==> src/rtl/if_stage_if.sv <==
// Instruction-memory handshake between the fetch stage (master) and imem (slave).
// One request channel (valid/ready/addr) and one response channel (valid/data).
interface if_stage_if;
    logic        imem_req_valid;
    logic        imem_req_ready;
    logic [31:0] imem_req_addr;
    logic        imem_rsp_valid;
    logic [31:0] imem_rsp_data;

    modport master (
        output imem_req_valid,
        output imem_req_addr,
        input  imem_req_ready,
        input  imem_rsp_valid,
        input  imem_rsp_data
    );

    modport slave (
        input  imem_req_valid,
        input  imem_req_addr,
        output imem_req_ready,
        output imem_rsp_valid,
        output imem_rsp_data
    );
endinterface

==> src/rtl/if_stage.sv <==
// Instruction fetch stage: one outstanding imem request, a single-entry output
// buffer, and field/immediate decode of the buffered word for the IF/ID register.
module if_stage #(
    parameter logic [31:0] RESET_PC = 32'h0000_0000,
    parameter logic [31:0] NOP_INSN = 32'h0000_0013
) (
    input  logic              clk,
    input  logic              rst_n,
    input  logic              stall_if,
    input  logic              redirect_valid,
    input  logic [31:0]       redirect_pc,
    if_stage_if.master        imem,
    output logic              valid_if,
    output logic [31:0]       pc_if,
    output logic [31:0]       pc_plus_4_if,
    output logic [6:0]        opcode_if,
    output logic [4:0]        rd_if,
    output logic [2:0]        func_3_if,
    output logic [4:0]        rs1_if,
    output logic [4:0]        rs2_if,
    output logic              func_7_bit_6_if,
    output logic [31:0]       im_data_if
);

    typedef enum logic {
        S_FETCH = 1'b0,
        S_WAIT  = 1'b1
    } state_t;

    state_t      state;
    logic [31:0] fetch_pc;
    logic [31:0] buf_insn;
    logic [31:0] buf_pc;
    logic        buf_valid;
    logic        drop;

    logic        consume;
    logic        req_valid;
    logic        accept;
    logic        rsp_take;

    assign consume  = buf_valid & ~stall_if;
    // Gated by rst_n so no request is presented while reset is held.
    assign req_valid = rst_n & (state == S_FETCH) & (~buf_valid | consume);
    assign accept    = req_valid & imem.imem_req_ready;
    assign rsp_take  = (state == S_WAIT) & imem.imem_rsp_valid;

    assign imem.imem_req_valid = req_valid;
    assign imem.imem_req_addr  = fetch_pc;

    always_ff @(posedge clk or negedge rst_n) begin
        if (!rst_n) begin
            state     <= S_FETCH;
            fetch_pc  <= RESET_PC;
            buf_insn  <= NOP_INSN;
            buf_pc    <= RESET_PC;
            buf_valid <= 1'b0;
            drop      <= 1'b0;
        end else if (redirect_valid) begin
            buf_valid <= 1'b0;
            fetch_pc  <= {redirect_pc[31:2], 2'b00};
            if (state == S_WAIT) begin
                // A response landing with the redirect retires the stale request now.
                if (imem.imem_rsp_valid) begin
                    state <= S_FETCH;
                    drop  <= 1'b0;
                end else begin
                    drop  <= 1'b1;
                end
            end else if (accept) begin
                state <= S_WAIT;
                drop  <= 1'b1;
            end
        end else begin
            if (rsp_take && !drop) begin
                buf_valid <= 1'b1;
            end else if (consume) begin
                buf_valid <= 1'b0;
            end
            case (state)
                S_FETCH: begin
                    if (accept) begin
                        fetch_pc <= fetch_pc + 32'd4;
                        state    <= S_WAIT;
                    end
                end
                S_WAIT: begin
                    if (rsp_take) begin
                        state <= S_FETCH;
                        if (drop) begin
                            drop <= 1'b0;
                        end else begin
                            buf_insn <= imem.imem_rsp_data;
                            buf_pc   <= fetch_pc - 32'd4;
                        end
                    end
                end
                default: state <= S_FETCH;
            endcase
        end
    end

    assign valid_if        = buf_valid;
    assign pc_if           = buf_pc;
    assign pc_plus_4_if    = buf_pc + 32'd4;
    assign opcode_if       = buf_insn[6:0];
    assign rd_if           = buf_insn[11:7];
    assign func_3_if       = buf_insn[14:12];
    assign rs1_if          = buf_insn[19:15];
    assign rs2_if          = buf_insn[24:20];
    assign func_7_bit_6_if = buf_insn[30];

    always_comb begin
        im_data_if = 32'h0;
        case (buf_insn[6:0])
            7'b0000011, 7'b0010011, 7'b1100111, 7'b1110011:
                im_data_if = {{20{buf_insn[31]}}, buf_insn[31:20]};
            7'b0100011:
                im_data_if = {{20{buf_insn[31]}}, buf_insn[31:25], buf_insn[11:7]};
            7'b1100011:
                im_data_if = {{19{buf_insn[31]}}, buf_insn[31], buf_insn[7],
                              buf_insn[30:25], buf_insn[11:8], 1'b0};
            7'b0110111, 7'b0010111:
                im_data_if = {buf_insn[31:12], 12'h000};
            7'b1101111:
                im_data_if = {{11{buf_insn[31]}}, buf_insn[31], buf_insn[19:12],
                              buf_insn[20], buf_insn[30:21], 1'b0};
            default:
                im_data_if = 32'h0;
        endcase
    end

endmodule

==> src/flat_wrapper.sv <==
// flat-port wrapper written by rule: the top's interface ports become plain ports
module if_stage_flat 
#(
    parameter logic [31:0] RESET_PC = 32'h0000_0000,
    parameter logic [31:0] NOP_INSN = 32'h0000_0013
)
  (clk, rst_n, stall_if, redirect_valid, redirect_pc, valid_if, pc_if, pc_plus_4_if, opcode_if, rd_if, func_3_if, rs1_if, rs2_if, func_7_bit_6_if, im_data_if, imem_imem_req_valid, imem_imem_req_addr, imem_imem_req_ready, imem_imem_rsp_valid, imem_imem_rsp_data);
  if_stage_if imem_i ();
  input  logic clk;
  input  logic rst_n;
  input  logic stall_if;
  input  logic redirect_valid;
  input  logic [31:0] redirect_pc;
  output logic valid_if;
  output logic [31:0] pc_if;
  output logic [31:0] pc_plus_4_if;
  output logic [6:0] opcode_if;
  output logic [4:0] rd_if;
  output logic [2:0] func_3_if;
  output logic [4:0] rs1_if;
  output logic [4:0] rs2_if;
  output logic func_7_bit_6_if;
  output logic [31:0] im_data_if;
  output wire logic [$bits(imem_i.imem_req_valid)-1:0] imem_imem_req_valid;
  output wire logic [$bits(imem_i.imem_req_addr)-1:0] imem_imem_req_addr;
  input wire logic [$bits(imem_i.imem_req_ready)-1:0] imem_imem_req_ready;
  input wire logic [$bits(imem_i.imem_rsp_valid)-1:0] imem_imem_rsp_valid;
  input wire logic [$bits(imem_i.imem_rsp_data)-1:0] imem_imem_rsp_data;
  assign imem_imem_req_valid = imem_i.imem_req_valid;
  assign imem_imem_req_addr = imem_i.imem_req_addr;
  assign imem_i.imem_req_ready = imem_imem_req_ready;
  assign imem_i.imem_rsp_valid = imem_imem_rsp_valid;
  assign imem_i.imem_rsp_data = imem_imem_rsp_data;
  if_stage #(.RESET_PC(RESET_PC), .NOP_INSN(NOP_INSN)) u_core (.clk(clk), .rst_n(rst_n), .stall_if(stall_if), .redirect_valid(redirect_valid), .redirect_pc(redirect_pc), .imem(imem_i), .valid_if(valid_if), .pc_if(pc_if), .pc_plus_4_if(pc_plus_4_if), .opcode_if(opcode_if), .rd_if(rd_if), .func_3_if(func_3_if), .rs1_if(rs1_if), .rs2_if(rs2_if), .func_7_bit_6_if(func_7_bit_6_if), .im_data_if(im_data_if));
endmodule
==> config.mk <==
export PLATFORM = sky130hd
export DESIGN_NAME = if_stage_flat
export DESIGN_NICKNAME = d
export VERILOG_FILES = /design/src/rtl/if_stage_if.sv /design/src/rtl/if_stage.sv /design/src/flat_wrapper.sv
export SDC_FILE = /design/constraint.sdc
export NUM_CORES = 1
export LEC_CHECK = 0
export BUFFER_PORTS_ARGS = -buffer_cell sky130_fd_sc_hd__buf_2
export CAP_MARGIN = 30
export CORE_UTILIZATION = 42
export CTS_CLUSTER_DIAMETER = 50
export DETAILED_ROUTE_END_ITERATION = 6
export HOLD_SLACK_MARGIN = 0.06
export PLACE_DENSITY_LB_ADDON = 0.12
export REMOVE_ABC_BUFFERS = 1
export SLEW_MARGIN = 20
export SYNTH_ARGS = -nofsm -noshare
export SYNTH_HDL_FRONTEND = slang
export SYNTH_SLANG_ARGS = --single-unit
==> constraint.sdc <==
create_clock -name clk -period 3.21 [get_ports clk]
set_input_delay 0.642 -clock clk [delete_from_list [all_inputs] [get_ports clk]]
set_output_delay 0.642 -clock clk [all_outputs]
set_load 0.02 [all_outputs]
==> reports/results.md <==
Logic synthesis
* **Cells after Synth** 649
* **area share of fa/ha/maj cells after synthesis** 0.00626
* **Post-Synthesis Cell Area** 0.00600 mm²
* **most used flip-flop cell after synthesis** sky130_fd_sc_hd__dfrtp_1
* **YS warnings** 0
* **synth top area cells** sky130_fd_sc_hd__dfrtp_1, sky130_fd_sc_hd__xnor2_1, sky130_fd_sc_hd__mux2_2, sky130_fd_sc_hd__xor2_1, sky130_fd_sc_hd__buf_4
* **top cell types by occurrence after synthesis** sky130_fd_sc_hd__dfrtp_1, sky130_fd_sc_hd__nand2_1, sky130_fd_sc_hd__xnor2_1, sky130_fd_sc_hd__nor2_1
* **number of distinct library cells after synthesis** 54
* **basic-gate share of the synthesized area counting and, or, nand and nor cells** 0.231
* **share of async-settable or async-resettable flops after synthesis** 1.00
* **post-synthesis xor/xnor area fraction** 0.118
* **average size of a mapped cell** 9.24 µm²
* **most frequent cell after synthesis** sky130_fd_sc_hd__dfrtp_1
* **share of synthesized area spent on multiplexers** 0.0634
* **dominant combinational cell family by area after synthesis** simple AND/OR/NAND/NOR gates
* **post-synthesis register bit count** 95
* **sequential element share of the synthesized area** 0.397
* **cell accounting for the most synthesized area** sky130_fd_sc_hd__dfrtp_1
* **fraction of the mapped netlist area in compound gates** 0.105
* **number of synthesized flops with an enable pin** 0
* **proportion of netlist area held by the largest area contributor** 0.384

Cells and area
* **post-layout net count** 886
* **layout filler cell count** 1324
* **fraction of layout cells with a size suffix above 1** 0.366
* **synthesis-to-layout area growth** 21.8%
* **Antenna diodes** 0

GRT
* **Total Routing Usage GR** 0.217
* **first-pass GRT wire length** 24600 µm
* **initial antenna violation count** 0
* **global-route congestion overflow total** 0
* **pin count of the biggest net entering global routing** 96
* **number of global-route vias before repair** 4809

Worst setup path
* **highest cell delay on the worst timing path** 0.54 ns
* **critical path depth** 7
* **destination of the worst register-to-register timing path** u_core.pc_if[31]
* **family of cells with the greatest summed delay on the critical path** simple AND/OR/NAND/NOR gates
* **FF-to-FF path depth** 5
* **Reg2Reg Setup Slack** 0.89 ns
* **Crit path buffers/inverters** 2
* **element type at the critical path end** output pin
* **CP max-delay cell** sky130_fd_sc_hd__dfstp_2
* **Max FO, Critical Path** 11
* **launching instance or port of the critical path** u_core.buf_insn[1]
* **critical path capture point** im_data_if[29]
* **worst setup path category** flop to output pin
* **worst path required time** 2.57 ns
* **startpoint type of the worst setup path** flop
* **critical-path cell list** nand2_1 -> or3_1 -> o21bai_1 -> buf_4 -> and2_1 -> a21o_1 -> buf_2
* **worst reg2reg path startpoint** u_core.imem.imem_req_addr[7]
* **Critical Path AT** 2.36 ns

Detailed routing
* **Wirelength per Cell** 16.0 µm
* **initial drt markers** 245
* **router iterations before antenna repair** 4
* **number of design rule violations left after detail routing** 0
* **Met2 Wirelength** 7560 µm
* **post-detailed-route count of antenna-violating nets** 0
* **total wire length** 16000 µm
* **drt via density** 5.21
* **vias after detailed routing** 5202
* **top routing layer used** met4
* **Met1 Routed Length** 7020 µm
* **routed length on met3** 1110 µm

Timing
* **peak clock frequency supported by timing** 333 MHz
* **period utilisation layout** 0.934
* **Max-slew headroom** 0.493
* **total setup violations reported at the end of the flow** 0
* **worst setup margin** 0.210 ns
* **unrepaired setup endpoints after global routing** no
* **Total Negative Setup Slacks** 0 ns
* **time the worst path needs with I/O delays and setup** 3.00 ns
* **Hold Fails Final Rpt** 0
* **final worst clock skew** 0.00651 ns
* **transition time of the tightest slew-check pin** 0.760 ns
* **Fin Hold WS** 0.370 ns
* **Max Slew Vio Count** 0

Floorplan
* **die width** 121 µm
* **count of standard-cell rows** 43
* **number of primary I/O pins** 226
* **effective utilization at floorplan** 0.432
* **Core Area** 0.0139 mm²
* **total die area** 0.0148 mm²
* **floorplan die height** 121 µm

Clock tree
* **library cell used as clock root buffer** sky130_fd_sc_hd__clkbuf_16
* **Inserted Clock Buffers** 9
* **clock tree from TritonCTS** done
* **deepest clock path buffer count** 2
* **count of H-tree levels built during CTS** 3
* **count of clock tree sinks** 95
* **post-CTS setup buffers** 0
* **register clock-pin slew on the reported worst setup and hold paths** 0.07 ns
* **Clk Latency, worst-skew pair** 0.35 ns
* **post-cts sizing count** 0
* **hold buffer count at cts** 0

Run status
* **result of the run** finished, final reports clean

Worst hold path
* **class of the tightest hold or removal check** primary input to asynchronous set/reset pin

Placement
* **Final GP Congestion** 0.876
* **post-place setup slack** 0.594 ns
* **port buffer count** 217
* **Detailed Place HPWL** 11800 µm

Pwr
* **Max VDD drop** 0.400 mV
* **Leakage Power** 3.47 nW
* **PD cells** 840 mW/mm²

Run
* **max-cap viol count** 0

## power by group
part           switching (W)  internal (W)  total, W  leakage [nW]
registers           0.000618       0.00164   0.00226          1.13
logic                0.00163       0.00105   0.00267          2.18
clock network       0.000491      0.000709   0.00120         0.155
total                0.00274       0.00340   0.00613          3.47
## cell usage in the layout (no fill, tap or decap), types with 11 or more instances in the layout
master,n
sky130_fd_sc_hd__and2_1,14
sky130_fd_sc_hd__buf_2,216
sky130_fd_sc_hd__mux2_2,32
sky130_fd_sc_hd__nor3_1,11
sky130_fd_sc_hd__xor2_1,28
sky130_fd_sc_hd__o21ai_0,22
sky130_fd_sc_hd__nor2_1,50
sky130_fd_sc_hd__a21oi_1,24
sky130_fd_sc_hd__a21o_1,20
sky130_fd_sc_hd__dfrtp_1,92
sky130_fd_sc_hd__nand4_1,21
sky130_fd_sc_hd__xnor2_1,53
sky130_fd_sc_hd__nand2_1,61
sky130_fd_sc_hd__nand3_1,24
sky130_fd_sc_hd__and3_1,14
## stage by stage
step	utilization	power, W	cell area, µm²	instances
after floorplan	-	0.00391	5570	576
after global placement	0.502	0.00492	6970	982
after detailed placement	0.502	0.00497	6970	982
after CTS	0.526	0.00620	7300	998
after global routing	0.526	0.00652	7300	998
final	0.526	0.00613	7300	998
## state kept, by name, summed over array words and instances (netlist names)
name and count:
u_core.valid_if 1, u_core.buf_insn 32, u_core.drop 1, u_core.state 1
u_core.imem.imem_req_addr 30, u_core.pc_if 30
## cell type report
| class | instances | area [µm²] | share of cell area |
|---|---|---|---|
| Multi-Input combinational cell | 473 | 3170 | 0.434 |
| Sequential cell | 95 | 2380 | 0.326 |
| Timing Repair Buffer | 226 | 1170 | 0.160 |
| Clock buffer | 10 | 239 | 0.0327 |
| Tap cell | 180 | 225 | 0.0308 |
| Clock inverter | 6 | 92.6 | 0.0127 |
| Inverter | 8 | 30.0 | 0.00411 |
## per-layer routing
metal | GRT usage | vias to the layer above
li1 | - | 2534
met1 | 0.280 | 2455
met2 | 0.358 | 196
met3 | 0.0432 | 17
met4 | 0.0756 | 0
met5 | 0 | -
## worst min path at each step
stage | end | from | slack, ns | depth (start not counted)
after floorplan | u_core.buf_insn[10] | rst_n | 0.35 | 0
after global placement | u_core.drop | u_core.drop | 0.50 | 1
after detailed placement | u_core.buf_insn[19] | u_core.buf_insn[19] | 0.52 | 1
after CTS | u_core.imem.imem_req_addr[25] | rst_n | 0.38 | 2
after global routing | u_core.imem.imem_req_addr[30] | rst_n | 0.39 | 2
final | u_core.imem.imem_req_addr[30] | rst_n | 0.37 | 2
## logic make-up (layout without fill, tap and decap cells)
kind of cell             Yosys count  after routing
XOR/XNOR                          81             81
flip-flops                        95             95
multiplexers                      34             34
AND/OR/NAND/NOR                  248            248
other                              1              6
buffers and inverters             86            250
AO/OA/AOI/OAI                    101            101
adder cells (fa/ha/maj)            3              3
Power figures use the tool's default switching activity.
